==> config.mk <==
export PLATFORM = sky130hd
export DESIGN_NAME = assoc_cache
export DESIGN_NICKNAME = d
export VERILOG_FILES = /design/src/rtl/assoc_cache.sv
export SDC_FILE = /design/constraint.sdc
export NUM_CORES = 1
export LEC_CHECK = 0
export CORE_MARGIN = 4
export CORE_UTILIZATION = 30
export CTS_CLUSTER_DIAMETER = 40
export DETAILED_ROUTE_END_ITERATION = 7
export RECOVER_POWER = 50
export SKIP_CTS_REPAIR_TIMING = 1
export SLEW_MARGIN = 0
export SYNTH_ARGS = -nofsm -noshare
export SYNTH_HDL_FRONTEND = slang
export SYNTH_SLANG_ARGS = --single-unit
==> constraint.sdc <==
create_clock -name clk -period 8.1 [get_ports clk]
set_clock_uncertainty 0.05 [all_clocks]
set_input_delay 1.62 -clock clk [delete_from_list [all_inputs] [get_ports clk]]
set_output_delay 1.62 -clock clk [all_outputs]
set_load 0.01 [all_outputs]
==> src/rtl/assoc_cache.sv <==
// Fully-associative cache with byte-masked writes, invalidate/flush commands,
// LRU or xorshift32 random replacement and saturating hit/miss counters.
module assoc_cache #(
    parameter int unsigned DEPTH         = 4,
    parameter int unsigned WIDTH         = 32,
    parameter int unsigned ADDRESS_WIDTH = 8,
    parameter int unsigned AGE_BITS      = 4,
    parameter int unsigned REPL_MODE     = 0,
    parameter logic [31:0] SEED          = 32'd314156
) (
    input  logic                     clk,
    input  logic                     reset_n,
    input  logic                     req_valid,
    output logic                     req_ready,
    input  logic [1:0]               req_cmd,
    input  logic [ADDRESS_WIDTH-1:0] req_addr,
    input  logic [WIDTH-1:0]         req_wdata,
    input  logic [WIDTH/8-1:0]       req_be,
    output logic                     rsp_valid,
    output logic                     rsp_hit,
    output logic [WIDTH-1:0]         rsp_data,
    output logic [15:0]              hit_count,
    output logic [15:0]              miss_count
);

    localparam int unsigned IW = $clog2(DEPTH);
    localparam int unsigned BW = WIDTH / 8;

    localparam logic [1:0] CmdRead  = 2'd0;
    localparam logic [1:0] CmdWrite = 2'd1;
    localparam logic [1:0] CmdInval = 2'd2;
    localparam logic [1:0] CmdFlush = 2'd3;

    typedef enum logic [0:0] {StIdle, StFlush} state_e;

    state_e                   state_q;
    logic [IW-1:0]            flush_idx_q;
    logic [31:0]              rnd_q;
    logic                     rsp_valid_q, rsp_hit_q;
    logic [WIDTH-1:0]         rsp_data_q;
    logic [15:0]              hit_cnt_q, miss_cnt_q;

    logic [ADDRESS_WIDTH-1:0] key_q [DEPTH];
    logic [ADDRESS_WIDTH-1:0] key_d [DEPTH];
    logic [WIDTH-1:0]         data_q [DEPTH];
    logic [WIDTH-1:0]         data_d [DEPTH];
    logic [AGE_BITS-1:0]      age_q [DEPTH];
    logic [AGE_BITS-1:0]      age_d [DEPTH];
    logic [DEPTH-1:0]         valid_q, valid_d;

    logic [DEPTH-1:0]         match;
    logic                     hit;
    logic [IW-1:0]            hit_idx;
    logic [IW-1:0]            victim, lru_idx, free_idx;
    logic [AGE_BITS-1:0]      lru_age;
    logic [WIDTH-1:0]         merged;
    logic                     accept;
    logic                     touch;
    logic [IW-1:0]            touch_idx;

    function automatic logic [31:0] xorshift32(input logic [31:0] x);
        logic [31:0] y;
        y = x ^ (x << 13);
        y = y ^ (y >> 17);
        y = y ^ (y << 5);
        return y;
    endfunction

    assign req_ready  = (state_q == StIdle);
    assign accept     = req_valid && (state_q == StIdle);
    assign rsp_valid  = rsp_valid_q;
    assign rsp_hit    = rsp_hit_q;
    assign rsp_data   = rsp_data_q;
    assign hit_count  = hit_cnt_q;
    assign miss_count = miss_cnt_q;

    // Key lookup; a hit requires exactly one matching valid entry.
    always_comb begin
        match   = '0;
        hit_idx = '0;
        for (int i = 0; i < int'(DEPTH); i++) begin
            match[i] = valid_q[i] && (key_q[i] == req_addr);
        end
        for (int i = int'(DEPTH) - 1; i >= 0; i--) begin
            if (match[i]) hit_idx = IW'(i);
        end
        hit = (match != '0) && ((match & (match - 1'b1)) == '0);
    end

    // Victim: lowest invalid entry first, else oldest (lowest index on tie) or random.
    always_comb begin
        lru_idx  = '0;
        lru_age  = age_q[0];
        free_idx = '0;
        for (int i = 1; i < int'(DEPTH); i++) begin
            if (age_q[i] > lru_age) begin
                lru_idx = IW'(i);
                lru_age = age_q[i];
            end
        end
        for (int i = int'(DEPTH) - 1; i >= 0; i--) begin
            if (!valid_q[i]) free_idx = IW'(i);
        end
        if (!(&valid_q))          victim = free_idx;
        else if (REPL_MODE == 0)  victim = lru_idx;
        else                      victim = rnd_q[IW-1:0];
    end

    // Byte-masked merge of write data into the hitting entry.
    always_comb begin
        merged = data_q[hit_idx];
        for (int b = 0; b < int'(BW); b++) begin
            if (req_be[b]) merged[b*8 +: 8] = req_wdata[b*8 +: 8];
        end
    end

    // Next-state of the entry array: command effects, flush sweep and age touch.
    always_comb begin
        key_d     = key_q;
        data_d    = data_q;
        valid_d   = valid_q;
        age_d     = age_q;
        touch     = 1'b0;
        touch_idx = '0;
        if (accept) begin
            unique case (req_cmd)
                CmdRead: begin
                    if (hit) begin
                        touch     = 1'b1;
                        touch_idx = hit_idx;
                    end
                end
                CmdWrite: begin
                    if (hit) begin
                        data_d[hit_idx] = merged;
                        touch           = 1'b1;
                        touch_idx       = hit_idx;
                    end else if (&req_be) begin
                        key_d[victim]   = req_addr;
                        data_d[victim]  = req_wdata;
                        valid_d[victim] = 1'b1;
                        touch           = 1'b1;
                        touch_idx       = victim;
                    end
                end
                CmdInval: begin
                    if (hit) valid_d[hit_idx] = 1'b0;
                end
                CmdFlush: ;
            endcase
        end else if (state_q == StFlush) begin
            valid_d[flush_idx_q] = 1'b0;
        end
        if (touch) begin
            for (int i = 0; i < int'(DEPTH); i++) begin
                if (IW'(i) == touch_idx) begin
                    age_d[i] = '0;
                end else if (valid_q[i] && (age_q[i] != '1)) begin
                    age_d[i] = age_q[i] + 1'b1;
                end
            end
        end
    end

    // Entry array storage.
    always_ff @(posedge clk or negedge reset_n) begin
        if (!reset_n) begin
            valid_q <= '0;
            for (int i = 0; i < int'(DEPTH); i++) begin
                key_q[i]  <= '0;
                data_q[i] <= '0;
                age_q[i]  <= '0;
            end
        end else begin
            valid_q <= valid_d;
            key_q   <= key_d;
            data_q  <= data_d;
            age_q   <= age_d;
        end
    end

    // Control FSM with registered response, counters and free-running xorshift.
    always_ff @(posedge clk or negedge reset_n) begin
        if (!reset_n) begin
            state_q     <= StIdle;
            flush_idx_q <= '0;
            rnd_q       <= SEED;
            rsp_valid_q <= 1'b0;
            rsp_hit_q   <= 1'b0;
            rsp_data_q  <= '0;
            hit_cnt_q   <= '0;
            miss_cnt_q  <= '0;
        end else begin
            rnd_q       <= xorshift32(rnd_q);
            rsp_valid_q <= 1'b0;
            rsp_hit_q   <= 1'b0;
            rsp_data_q  <= '0;
            unique case (state_q)
                StIdle: begin
                    if (req_valid) begin
                        if (req_cmd == CmdFlush) begin
                            state_q     <= StFlush;
                            flush_idx_q <= '0;
                            hit_cnt_q   <= '0;
                            miss_cnt_q  <= '0;
                        end else begin
                            rsp_valid_q <= 1'b1;
                            rsp_hit_q   <= hit;
                            if (hit) begin
                                rsp_data_q <= (req_cmd == CmdWrite) ? merged : data_q[hit_idx];
                            end
                            if (req_cmd != CmdInval) begin
                                if (hit) begin
                                    if (hit_cnt_q != 16'hFFFF) hit_cnt_q <= hit_cnt_q + 16'd1;
                                end else begin
                                    if (miss_cnt_q != 16'hFFFF) miss_cnt_q <= miss_cnt_q + 16'd1;
                                end
                            end
                        end
                    end
                end
                StFlush: begin
                    if (flush_idx_q == IW'(DEPTH - 1)) begin
                        state_q     <= StIdle;
                        rsp_valid_q <= 1'b1;
                    end else begin
                        flush_idx_q <= flush_idx_q + 1'b1;
                    end
                end
            endcase
        end
    end

endmodule

# After elaboration in Yosys (flattened, before gate mapping)
# Cells that the tools add are included.
totals:
  mem_bits_rw: 0
  latch_bits: 0
  mem_count: 0
  output_inout_bits: 67
  inputBits: 49
  ff_bits: 249
  wordCells: 208
  romBits: 0
classes:
  order_cmp: 13
  div_mod_pow: 0
  bitwise: 10
  n_shift: 0
  n_eq_ne: 26
  n_reduce_logical: 41
  multipliers: 0
  n_mux: 90
  add_sub_neg: 8
ops:
  columns: ["cell", "count"]
  rows:
  - ["2-to-1 mux 32 bit", 9]
  - ["bitwise mux 128 bit", 2]
  - ["2-to-1 mux 128 bit", 2]
  - ["demux 32 bit (select 2 bit)", 2]
  - ["2-to-1 mux 16 bit", 8]
  - ["binary-select mux 32 bit (select 2 bit)", 1]
  - ["2-to-1 mux 4 bit", 15]
  - ["2-to-1 mux 8 bit", 5]
  - ["2-to-1 mux 2 bit", 18]
  - ["adder 16 x 1 -> 16 bit (second input constant)", 2]
  - ["bitwise mux 32 bit", 1]
  - ["== test 8 bit", 4]
  - ["inequality test 16 bit (second input constant)", 2]
  - ["nonzero test 2 bit", 10]
  - ["2-to-1 mux 1 bit", 17]
  - ["adder 4 x 1 -> 4 bit (second input constant)", 4]
  - ["demux 8 bit (select 2 bit)", 1]
  - ["inequality test 4 bit (second input constant)", 4]
  - ["logical AND 1 bit", 15]
  - ["AND reduction 5 bit", 3]
  - ["AND 4 bit", 3]
  - ["greater-than comparator 4 bit", 3]
  - ["less-than comparator 2 x 3 -> 1 bit (second input constant)", 3]
  - ["inequality test 3 bit (second input constant)", 3]
  - ["other kinds (27)", 51]

# Depth between registers and ports, before layout
# Gate-level depths: netlist of the first run.
logic_depth:
  ltp_word: 16
  mapped_depth: 25
  depth_no_buf: 22

# Worst setup path after synthesis of the first run
# OpenSTA, ideal clock, no wires.
synth_timing:
  path_type: "register to register"
  start: "register age_q[15] (netlist name)"
  end: "register key_q[0] (netlist name)"
  setup_time_ns: 0.125
  path_stages_with_launch: 22
  period_less_slack_ns: 4.986
  slack_ns: 3.114
  required_time_ns: 7.925
  arrival_ns: 4.812
  n_path_buf: 2
  cell_sequence: "dfrtp_1 > inv_1 > ha_1 > and4_1 > a21oi_1 > mux2_2 > ha_1 > nor2b_1 > o21ai_0 > a32o_1 > nand2_1 > o21ai_0 > ha_1 > nor2b_1 > o211ai_1 > a21oi_1 > o311a_1 > buf_2 > or3b_2 > clkbuf_1 > nor3_2 > mux2_2"
synth_via:
  elab_chain_len: 13
  word_cells_on_any_way: 16
  classes_between: "order compare: 5; mux: 9; bitwise: 1; reduce/logical: 1"
synth_lines:
  columns: ["item", "line", "text"]
  rows:
  - ["from (decl)", "47", "logic [AGE_BITS-1:0] age_q [DEPTH];"]
  - ["from (signal assigned)", "178", "age_q <= age_d;"]
  - ["greater-than comparator 4 bit", "96", "if (age_q[i] > lru_age) begin"]
  - ["2-to-1 mux 4 bit", "96", null]
  - ["greater-than comparator 4 bit", "96", null]
  - ["2-to-1 mux 4 bit", "96", null]
  - ["greater-than comparator 4 bit", "96", null]
  - ["2-to-1 mux 2 bit (*)", "96", null]
  - ["2-to-1 mux 2 bit (*)", "104", "if (!(&valid_q)) victim = free_idx;"]
  - ["NOT 2 -> 3 bit (implied by the code) (*)", "139", "key_d[victim] = req_addr;"]
  - ["greater-or-equal comparator 3 bit (implied by the code) / less-than comparator 3 x 1 -> 1 bit (equally long branches)", "139", null]
  - ["logical AND 1 bit (implied by the code)", "139", null]
  - ["2-to-1 mux 8 bit (implied by the code)", "139", null]
  - ["demux 8 bit (select 2 bit) (*)", "139", null]
  - ["bitwise mux 32 bit (*)", "139", null]
  - ["to (signal assigned)", "176", "key_q <= key_d;"]
  - ["to (decl)", "43", "logic [ADDRESS_WIDTH-1:0] key_q [DEPTH];"]
# Mark *: on every way between the ends. The rest lies on a longest branch, timed or not.
# A chain may end at the register's enable or synchronous reset.

# Final worst setup path of the first run
layout_timing:
  start: "register age_q[9] (netlist name)"
  end: "register data_q[49] (netlist name)"
layout_via:
  elab_chain_len: 15
  word_cells_on_any_way: 18
  classes_between: "order compare: 5; mux: 11; bitwise: 1; reduce/logical: 1"
layout_lines:
  columns: ["item", "line", "text"]
  rows:
  - ["greater-than comparator 4 bit", "96", null]
  - ["2-to-1 mux 4 bit", "96", null]
  - ["greater-than comparator 4 bit", "96", null]
  - ["2-to-1 mux 4 bit", "96", null]
  - ["greater-than comparator 4 bit", "96", null]
  - ["2-to-1 mux 2 bit (*)", "96", null]
  - ["2-to-1 mux 2 bit (*)", "104", null]
  - ["NOT 2 -> 3 bit (implied by the code) (*)", "140", "data_d[victim] = req_wdata;"]
  - ["greater-or-equal comparator 3 bit (implied by the code) / less-than comparator 3 x 1 -> 1 bit (equally long branches)", "140", null]
  - ["logical AND 1 bit (implied by the code)", "140", null]
  - ["2-to-1 mux 32 bit (implied by the code)", "140", null]
  - ["demux 32 bit (select 2 bit) (*)", "140", null]
  - ["bitwise mux 128 bit (*)", "140", null]
  - ["2-to-1 mux 128 bit (*)", "138", "end else if (&req_be) begin"]
  - ["2-to-1 mux 128 bit (*)", "134", "if (hit) begin"]
  - ["to (signal assigned)", "177", "data_q <= data_d;"]
  - ["to (decl)", "45", "logic [WIDTH-1:0] data_q [DEPTH];"]
# Mark *: on every way between the ends. The rest lies on a longest branch, timed or not. The select of a mux whose other input is x is not followed.

==> summary.md, run 1 <==
| Metric | Value |
|---|---|
| Async SR Flop Fraction | `1.000` |
| Via Count | `12100` |
| Psw | `1.167 mW` |
| DRC Markers | `0` |
| Register cell area after layout | `6231 um2` |
| Register bit total from synthesis | `249` |
| Synth top area share | `0.4548` |
| Chip Width | `221.7 um` |
| Largest area contributor in the netlist | `dfrtp_1` |
| Clock transition at path regs | `0.05 ns` |
| TNS Setup | `0 ns` |
| Clk buf depth | `3` |
| Crit-path cells | `ha_1 > nor2b_1 > o211ai_1 > a21oi_1 > nor2_1 > a21oi_1 > ha_1 > nor2b_1 > o21ai_0 > a32o_1 > nand2_1 > o21ai_0 > ha_1 > nor2b_1 > o211ai_1 > a21oi_1 > o311a_1 > o21ai_1 > nor2_1 > o21ai_4 > o2bb2ai_1` |
| Filler cells | `4457` |
| Worst IR Drop VDD | `159.8 uV` |
| CTS tree | `built` |
| Avg Inst Size Synth | `9.430 um2` |
| Setup-failing EPs final | `0` |
| Synth cell count leaders | `249 x dfrtp_1, 193 x nand2_1, 133 x a21oi_1, 100 x a22oi_1, 96 x o2bb2ai_1` |
| Port buffer count | `115` |
| Clock Latency Late Sink | `0.56 ns` |
| Full die area | `49160 um2` |
| Switch share | `0.2891` |
| Reg-to-Reg End | `data_q[49]` |
| Launching point of the worst reg2reg path | `age_q[9]` |
| DR WL/cell | `19.78 um` |
| Met1 GRT Util | `0.2315` |
| Mapped Cells | `1453` |
| Arrival time worst endpoint | `6.56 ns` |
| Core area | `45280 um2` |
| Clock share of power | `0.498` |
| Seq/Total Area, Yosys | `0.4548` |
| Gpl congestion | `0.8224` |
| Register-to-Register Path Depth | `21` |
| Met2 Use GR | `0.2690` |
| Die height | `221.7 um` |
| Final wirelength | `43220 um` |
| Vias in the first global route | `12197` |
| Largest net degree at the start of global routing | `167` |
| Final Hold Viols | `0` |
| Total power | `4.037 mW` |
| Synth Cell Area | `13700 um2` |
| Synth unique cells | `67` |
| Status | `complete, but fails checks` |
| DP Wirelength | `28040 um` |
| Critical Path Source Type | `flip-flop` |
| CP max-delay cell | `o21ai_4` |
| Biggest cell delay along the critical path | `1.01 ns` |
| Placement Rows | `78` |
| Critical path endpoint category | `flip-flop` |
| Combinational Power Share | `0.149` |
| Clk root buf | `clkbuf_16` |
| Hold Path Origin | `data_q[24]` |
| FMAX | `162.6 MHz` |
| Cts bufs inserted | `45` |
| Global-route wire length before repair | `69120 um` |
| Most common cell in the netlist | `dfrtp_1` |
| Ranking of synthesized cells by area | `dfrtp_1 45%, o2bb2ai_1 6.1%, a22oi_1 5.5%, nand2_1 5.3%, a21oi_1 4.9%` |
| Cell-internal power | `2.870 mW` |
| Initial core utilization | `0.3026` |
| 1st-pass router iterations | `8` |
| LEAKAGE | `7.574 nW` |
| Number of DRC markers in iteration 0 | `1117` |
| Post-synth EDFFs | `0` |
| Layout cells sized above 1 | `0.09981` |
| GRT Total Usage | `0.1710` |
| Max Slew Vio Count | `84` |
| Gr busiest metal | `met2` |
| Antenna Violating Nets Remaining | `0` |
| Period utilisation layout | `0.7593` |
| Syn. warnings | `0` |
| Max FO, Critical Path | `32` |
| Number of placed I/O pins | `116` |
| Top_reg_cell synth | `dfrtp_1` |
| Failing checks | `capacitance limit, slew limit` |
| Layout area overhead | `24.55%` |
| RSZ-0062 raised after global routing | `no` |
| PwrDens | `236.6 nW/um2` |
| Footprint of the multi-input gates | `6853 um2` |
| Final Critical Period | `6.150 ns` |
| R2R setup slack | `1.95 ns` |
| Max-cap violations | `1` |
| Via/cell ratio | `5.538` |
| Nets | `1618` |
| Hold Path Depth | `1` |
| Relative slew slack | `-2.126` |
| Worst-margin pin slew | `4.689 ns` |
| Worst Hold End | `data_q[24]` |
| WS Path Type | `flip-flop to flip-flop` |
| Worst hold path class | `flip-flop to flip-flop` |
| Syn_nets | `1524` |
| Met3 GRT Util | `0.03720` |
| Grt ovf | `0` |
| Initial antenna violation count | `2` |
| Reg power frac | `0.354` |
| Max H-tree Level | `2` |
| Num Clock Sinks | `249` |
| Req. time, crit path | `8.51 ns` |
worst max-delay path by stage:
| stage | from | to | slack (ns) | cells past startpoint |
|---|---|---|---|---|
| floorplan | age_q[15] | key_q[0] | 3.11 | 21 |
| global placement | req_addr[7] | data_q[122] | 1.91 | 11 |
| detailed placement | req_addr[7] | data_q[126] | 1.75 | 11 |
| CTS | age_q[9] | data_q[35] | 2.05 | 21 |
| global route | age_q[13] | data_q[127] | 1.50 | 24 |
| finish | age_q[9] | data_q[49] | 1.95 | 21 |
through the flow:
stage | cells | hold WS [ns] | setup WS, ns | utilization | cell area, um2
after global routing | 2184 | 0.4442 | 1.500 | 0.3768 | 17060
final | 2185 | 0.4351 | 1.950 | 0.3769 | 17070
after detailed placement | 2100 | 0.4232 | 1.746 | 0.3414 | 15460
after floorplan | 1453 | 0.4060 | 3.114 | - | 13700
after global placement | 2100 | 0.4199 | 1.907 | 0.3414 | 15460
after CTS | 2183 | 0.4384 | 2.054 | 0.3771 | 17080
flip-flops by register name, summed over array words and instances (netlist names):
register and count:
flush_idx_q 2, data_q 128, valid_q 4, age_q 16, rsp_data 32, miss_count 16
rsp_valid 1, hit_count 16, state_q 1, rsp_hit 1, key_q 32
worst max-delay path: cells and delay by family, from the launching register on:
family          cells  cell delay (ns)
compound gates     12             3.92
fa+ha+maj           3             0.87
simple gates        6             0.74
flops               1             0.45
per-layer routing:
| layer | wire length, um | vias up |
|---|---|---|
| met5 | 0 | - |
| met3 | 3111 | 102 |
| li1 | - | 5569 |
| met1 | 18840 | 5975 |
| met2 | 19880 | 454 |
| met4 | 1381 | 0 |
power by group through the flow:
stage               Combinational (mW)  Clock (mW)  Sequential, mW
floorplan                        0.385           0            1.41
global placement                 0.585           0            1.44
detailed placement               0.602           0            1.44
CTS                              0.605        2.05            1.42
global route                     0.676        2.11            1.44
finish                           0.601        2.01            1.43
cells by family (layout without fill, tap and decap cells):
logic type	after synthesis	in the layout	share of synthesized area
AOI/OAI and AO/OA	489	489	0.2540
xor gates and xnor gates	42	42	0.02685
adders and majority gates	22	22	0.02009
buffers and inverters	174	304	0.05196
DFF	249	249	0.4548
muxes	69	69	0.05342
other	0	2	0
and+or+nand+nor	408	408	0.1390
layout by cell type, fill, tap and decap left out, types with 17 or more instances in the layout:
master	synthesis	layout
mux2_2	33	33
a22oi_1	100	100
a22o_1	18	18
mux2i_1	36	36
xnor2_1	40	40
nor2_1	81	79
dfrtp_1	249	249
clkdlybuf4s50_1	0	83
nor3_1	18	17
a21oi_1	133	133
clkbuf_16	0	46
a211oi_1	36	35
nand2_1	193	193
ha_1	22	22
inv_1	85	85
or3_1	20	20
nand3_1	26	26
o2bb2ai_1	96	96
o21ai_0	29	29
dlygate4sd3_1	0	31
area by class of cell:
| class | instances | area share |
|---|---|---|
| well taps | 600 | 0.04399 |
| multi-input cells | 1030 | 0.4016 |
| repair buffers | 131 | 0.07464 |
| clock inverters | 32 | 0.02427 |
| diodes | 2 | 0.0002933 |
| clock buffers | 51 | 0.07031 |
| flip-flops and latches | 249 | 0.3651 |
| inverters | 90 | 0.01980 |
Power figures use the tool's default switching activity.
==> run 2: changes to the inputs <==
==> constraint.sdc (replaced) <==
create_clock -name clk -period 5.58 [get_ports clk]
set_clock_uncertainty 0.05 [all_clocks]
set_input_delay 1.116 -clock clk [delete_from_list [all_inputs] [get_ports clk]]
set_output_delay 1.116 -clock clk [all_outputs]
set_load 0.01 [all_outputs]
==> summary.md, run 2 (synthesis gave the netlist of run 1 again) <==
| Metric | Value |
|---|---|
| Global-route wire length before repair | `68700 um` |
| Clk buf depth | `3` |
| Gpl congestion | `0.8487` |
| Total power | `5.637 mW` |
| Vias in the first global route | `12126` |
| Initial core utilization | `0.3026` |
| Switch share | `0.2833` |
| Nets | `1650` |
| PwrDens | `327.7 nW/um2` |
| Final wirelength | `42560 um` |
| Largest net degree at the start of global routing | `120` |
| Via/cell ratio | `5.426` |
| Critical path endpoint category | `flip-flop` |
| Layout cells sized above 1 | `0.1149` |
| Max Slew Vio Count | `83` |
| Number of DRC markers in iteration 0 | `975` |
| Port buffer count | `115` |
| Req. time, crit path | `5.92 ns` |
| FMAX | `194.5 MHz` |
| Initial antenna violation count | `1` |
| Num Clock Sinks | `249` |
| Max-cap violations | `1` |
| Biggest register | `data_q` |
| Relative slew slack | `-1.698` |
| Clock transition at path regs | `0.06 ns` |
| Clock Latency Late Sink | `0.55 ns` |
| Period utilisation layout | `0.9216` |
| Core area | `45280 um2` |
| Via Count | `11996` |
| Max H-tree Level | `2` |
| Max reg flops | `128` |
| Reg power frac | `0.365` |
| RSZ-0062 raised after global routing | `yes` |
| Final Hold Viols | `0` |
| Filler cells | `4476` |
| Arrival time worst endpoint | `5.48 ns` |
| Full die area | `49160 um2` |
| Die height | `221.7 um` |
| Grt ovf | `0` |
| Placed inst area | `15690 um2` |
| Placement Rows | `78` |
| Combinational Power Share | `0.159` |
| Most frequent cells in the layout | `249 x dfrtp_1, 193 x nand2_1, 133 x a21oi_1` |
| DP Wirelength | `28420 um` |
| 1st-pass router iterations | `5` |
| Commonest non-fill, non-tap cell in the layout | `dfrtp_1` |
| Cts bufs inserted | `42` |
| Max FO, Critical Path | `18` |
| DRC Markers | `0` |
| Layout area overhead | `25.57%` |
| WS Path Type | `flip-flop to flip-flop` |
| Chip Width | `221.7 um` |
| Final Critical Period | `5.143 ns` |
| Antenna Violating Nets Remaining | `0` |
| Failing checks | `capacitance limit, slew limit` |
| Critical Path Source Type | `flip-flop` |
| GRT Total Usage | `0.1686` |
| Worst IR Drop VDD | `232.7 uV` |
| Worst hold path class | `flip-flop to flip-flop` |
| Cell-internal power | `4.040 mW` |
| CTS tree | `built` |
| Clock share of power | `0.476` |
| Setup-failing EPs final | `0` |
| Number of placed I/O pins | `116` |
| Clk root buf | `clkbuf_16` |
| Status | `complete, but fails checks` |
| Psw | `1.597 mW` |
| DR WL/cell | `19.25 um` |
| LEAKAGE | `7.704 nW` |
| Worst-margin pin slew | `4.048 ns` |
| Design area | `17210 um2` |
run 2: cell types whose count changed in the layout (fill, tap and decap cells not counted), sizes merged:
| cell | delta |
|---|---|
| clkinvlp | -7 |
| buf | +36 |
| clkdlybuf4s50 | +2 |
| clkinv | -2 |
| dlygate4sd3 | -2 |
| bufinv | -2 |
| diode | -1 |
| dlymetal6s4s | +1 |
| inv | -2 |
| clkbuf | +3 |
run 2: critical path, cell delays in order, from the launching register on:
cell	delay [ns]
dfrtp_1	0.44
inv_1	0.10
ha_1	0.29
and4_1	0.19
a21oi_1	0.11
buf_4	0.17
nor2_1	0.05
a21oi_1	0.18
ha_1	0.29
nor2b_1	0.14
o21ai_0	0.22
a32o_1	0.30
nand2_1	0.11
o21ai_0	0.10
ha_1	0.29
and4_1	0.16
a21oi_1	0.20
o311a_1	0.29
or3b_2	0.64
nor2_1	0.18
o21ai_2	0.07
buf_4	0.24
o2bb2ai_1	0.16
run 2: cell type report:
| class | count | area, um2 | area share |
|---|---|---|---|
| diodes | 1 | 2.502 | 0.0001454 |
| clock buffers | 56 | 1195 | 0.06945 |
| clock inverters | 19 | 272.8 | 0.01585 |
| inverters | 90 | 337.8 | 0.01963 |
| multi-input cells | 1030 | 6867 | 0.3991 |
| flip-flops and latches | 249 | 6231 | 0.3622 |
| well taps | 600 | 750.7 | 0.04363 |
| repair buffers | 166 | 1549 | 0.09003 |
run 2: power by group through the flow:
stage	sequential (mW)	clock, mW	combinational [mW]
floorplan	2.05	0	0.559
global placement	2.08	0	0.868
detailed placement	2.08	0	0.893
CTS	2.06	2.75	0.895
global route	2.07	2.84	0.997
finish	2.06	2.68	0.896
run 2: stage by stage:
step	util	setup TNS [ns]	setup WS, ns	hold slack (ns)	std cells
floorplan	-	0	0.5936	0.4060	1453
global placement	0.3466	0	0.4190	0.4204	2134
detailed placement	0.3466	0	0.2518	0.4238	2134
CTS	0.3790	0	0.2605	0.4386	2209
global route	0.3799	-0.006151	-0.006151	0.4472	2211
finish	0.3799	0	0.4375	0.4347	2211
run 2: path summary, 6_finish.rpt:
| check | start | endpoint | slack [ns] | cells after the start |
|---|---|---|---|---|
| min in group asynchronous | reset_n | hit_count[0] | 2.08 | 1 |
| setup / recovery | age_q[8] | data_q[18] | 0.44 | 22 |
| max in group asynchronous | reset_n | data_q[4] | 1.09 | 1 |
| hold reg to reg | data_q[13] | data_q[13] | 0.43 | 1 |
| setup reg to reg | age_q[8] | data_q[18] | 0.44 | 22 |
| hold / removal | data_q[13] | data_q[13] | 0.43 | 1 |
run 2: routing by layer:
layer  vias up  global-route usage  share of wire  routed length [um]
met5         -                   0              0                   0
met4         0             0.04922          0.021                 911
met3        60             0.04197          0.062                2652
met2       362              0.2708           0.47               19940
met1      5945              0.2266           0.45               19060
li1       5629                   -              -                   -
==> run 3: changes to the inputs <==
--- a/config.mk
+++ b/config.mk
@@ -5,7 +5,6 @@
 export SDC_FILE = /design/constraint.sdc
 export NUM_CORES = 1
 export LEC_CHECK = 0
-export CORE_MARGIN = 4
 export CORE_UTILIZATION = 30
 export CTS_CLUSTER_DIAMETER = 40
 export DETAILED_ROUTE_END_ITERATION = 7
==> summary.md, run 3 (synthesis gave the netlist of run 1 again) <==
| Metric | Value |
|---|---|
| LEAKAGE | `7.732 nW` |
| GRT Total Usage | `0.1827` |
| Grt ovf | `0` |
| Relative slew slack | `-0.9826` |
| PwrDens | `340.0 nW/um2` |
| Clock Latency Late Sink | `0.58 ns` |
| Wl on met1 | `19330 um` |
| Vias in the first global route | `12144` |
| WL met3 | `2704 um` |
| Global-route wire length before repair | `68200 um` |
| Core area | `44610 um2` |
| Port buffer count | `115` |
| Switch share | `0.2964` |
| Initial core utilization | `0.3072` |
| CTS tree | `built` |
| Initial antenna violation count | `0` |
| Top sig layer | `met4` |
| Biggest register | `data_q` |
| Layout area overhead | `26.10%` |
| DR WL/cell | `19.15 um` |
| Biggest cell delay along the critical path | `0.60 ns` |
| Critical path endpoint category | `flip-flop` |
| Full die area | `46530 um2` |
| Chip Width | `215.7 um` |
| 1st-pass router iterations | `5` |
| Clk buf depth | `3` |
| WS Path Type | `flip-flop to flip-flop` |
| Placement Rows | `77` |
| Setup ws final | `0.2985 ns` |
| Dpl ws | `0.2354 ns` |
| DRC Markers | `0` |
| Met2 WL | `19180 um` |
| Period utilisation layout | `0.9465` |
| Largest net degree at the start of global routing | `111` |
| Cts bufs inserted | `47` |
| Status | `complete, but fails checks` |
| Critical Path Source Type | `flip-flop` |
| Nets | `1649` |
| Via/cell ratio | `5.507` |
| Req. time, crit path | `5.94 ns` |
| Worst hold path class | `flip-flop to flip-flop` |
| Die height | `215.7 um` |
| Clock share of power | `0.496` |
| Antenna diodes | `0` |
| CP max-delay cell | `or3b_2` |
| Antenna Violating Nets Remaining | `0` |
| Setup-failing EPs final | `0` |
| Layout cells sized above 1 | `0.1194` |
| Clk root buf | `clkbuf_16` |
| Reg power frac | `0.351` |
| Max reg flops | `128` |
| Final Hold Viols | `0` |
| TNS Setup | `0 ns` |
| Psw | `1.741 mW` |
| Commonest non-fill, non-tap cell in the layout | `dfrtp_1` |
| Via Count | `12159` |
| Max FO, Critical Path | `32` |
| Most frequent cells in the layout | `249 x dfrtp_1, 193 x nand2_1, 133 x a21oi_1` |
| Arrival time worst endpoint | `5.64 ns` |
| Number of placed I/O pins | `116` |
| Gpl congestion | `0.8748` |
| FMAX | `189.3 MHz` |
| Worst IR Drop VDD | `233.3 uV` |
| Max H-tree Level | `2` |
| Max-cap violations | `1` |
| Worst-margin pin slew | `2.974 ns` |
| Crit-path cells | `inv_1 > ha_1 > nor2b_1 > o211ai_1 > a21oi_1 > buf_4 > nor2_1 > a21oi_1 > ha_1 > nor2b_1 > o21ai_0 > a32o_2 > o21ai_0 > ha_1 > nor2b_1 > o211ai_1 > a21oi_1 > o311a_4 > or3b_2 > nor2_1 > o21ai_2 > buf_4 > o2bb2ai_1` |
| Cell-internal power | `4.133 mW` |
| Num Clock Sinks | `249` |
| RSZ-0062 raised after global routing | `no` |
| DP Wirelength | `27820 um` |
| Final Critical Period | `5.282 ns` |
| Clock transition at path regs | `0.05 ns` |
| Number of DRC markers in iteration 0 | `854` |
| Failing checks | `capacitance limit, slew limit` |
| Combinational Power Share | `0.154` |
| Max Slew Vio Count | `111` |
| Final wirelength | `42270 um` |
run 3: layout make-up:
| type | instances | area, um2 |
|---|---|---|
| clock buffer | 56 | 1260 |
| clock inverter | 31 | 369.1 |
| fill | 4332 | 27330 |
| inverter | 90 | 337.8 |
| multi-input combinational | 1030 | 6854 |
| sequential | 249 | 6231 |
| tap | 592 | 740.7 |
| timing repair buffer | 160 | 1485 |
run 3: per-stage QoR:
step                hold WS (ns)  power, mW    util  instances  instance area (um2)
global placement          0.4200      2.941  0.3508       2121                15650
finish                    0.4338      5.874  0.3873       2208                17280
global route              0.4477      6.160  0.3873       2208                17280
CTS                       0.4395      5.934  0.3873       2208                17280
detailed placement        0.4239      2.980  0.3508       2121                15650
floorplan                 0.4060      2.611       -       1453                13700
run 3: worst paths after layout:
path                             from            end  slack [ns]  cells past startpoint
min                        data_q[56]     data_q[56]        0.43                      1
max in group asynchronous     reset_n  miss_count[6]        1.46                      2
max                         age_q[13]     data_q[10]        0.30                     23
max reg2reg                 age_q[13]     data_q[10]        0.30                     23
min in group asynchronous     reset_n      key_q[19]        1.42                      1
min reg2reg                data_q[56]     data_q[56]        0.43                      1
run 3: critical path: cells and delay by family (launching register included):
family / cells / cell delay, ns
flip-flops: 1 / 0.43
AND/OR/NAND/NOR: 6 / 1.24
AO/OA/AOI/OAI: 11 / 1.96
adder cells (fa/ha/maj): 3 / 0.91
buffers and inverters: 3 / 0.54
run 3: layer usage:
metal / track usage / vias to the layer above
li1: - / 5636
met4: 0.06690 / 0
met1: 0.2498 / 6044
met3: 0.03805 / 86
met2: 0.2836 / 393
met5: 0 / -
run 3: power groups by stage:
stage	logic [mW]	registers, mW	clock network [mW]
2_1_floorplan	0.559	2.05	0
3_3_place_gp	0.864	2.08	0
3_5_place_dp	0.894	2.09	0
4_1_cts	0.900	2.06	2.98
5_1_grt	1.00	2.08	3.08
6_report	0.903	2.06	2.91
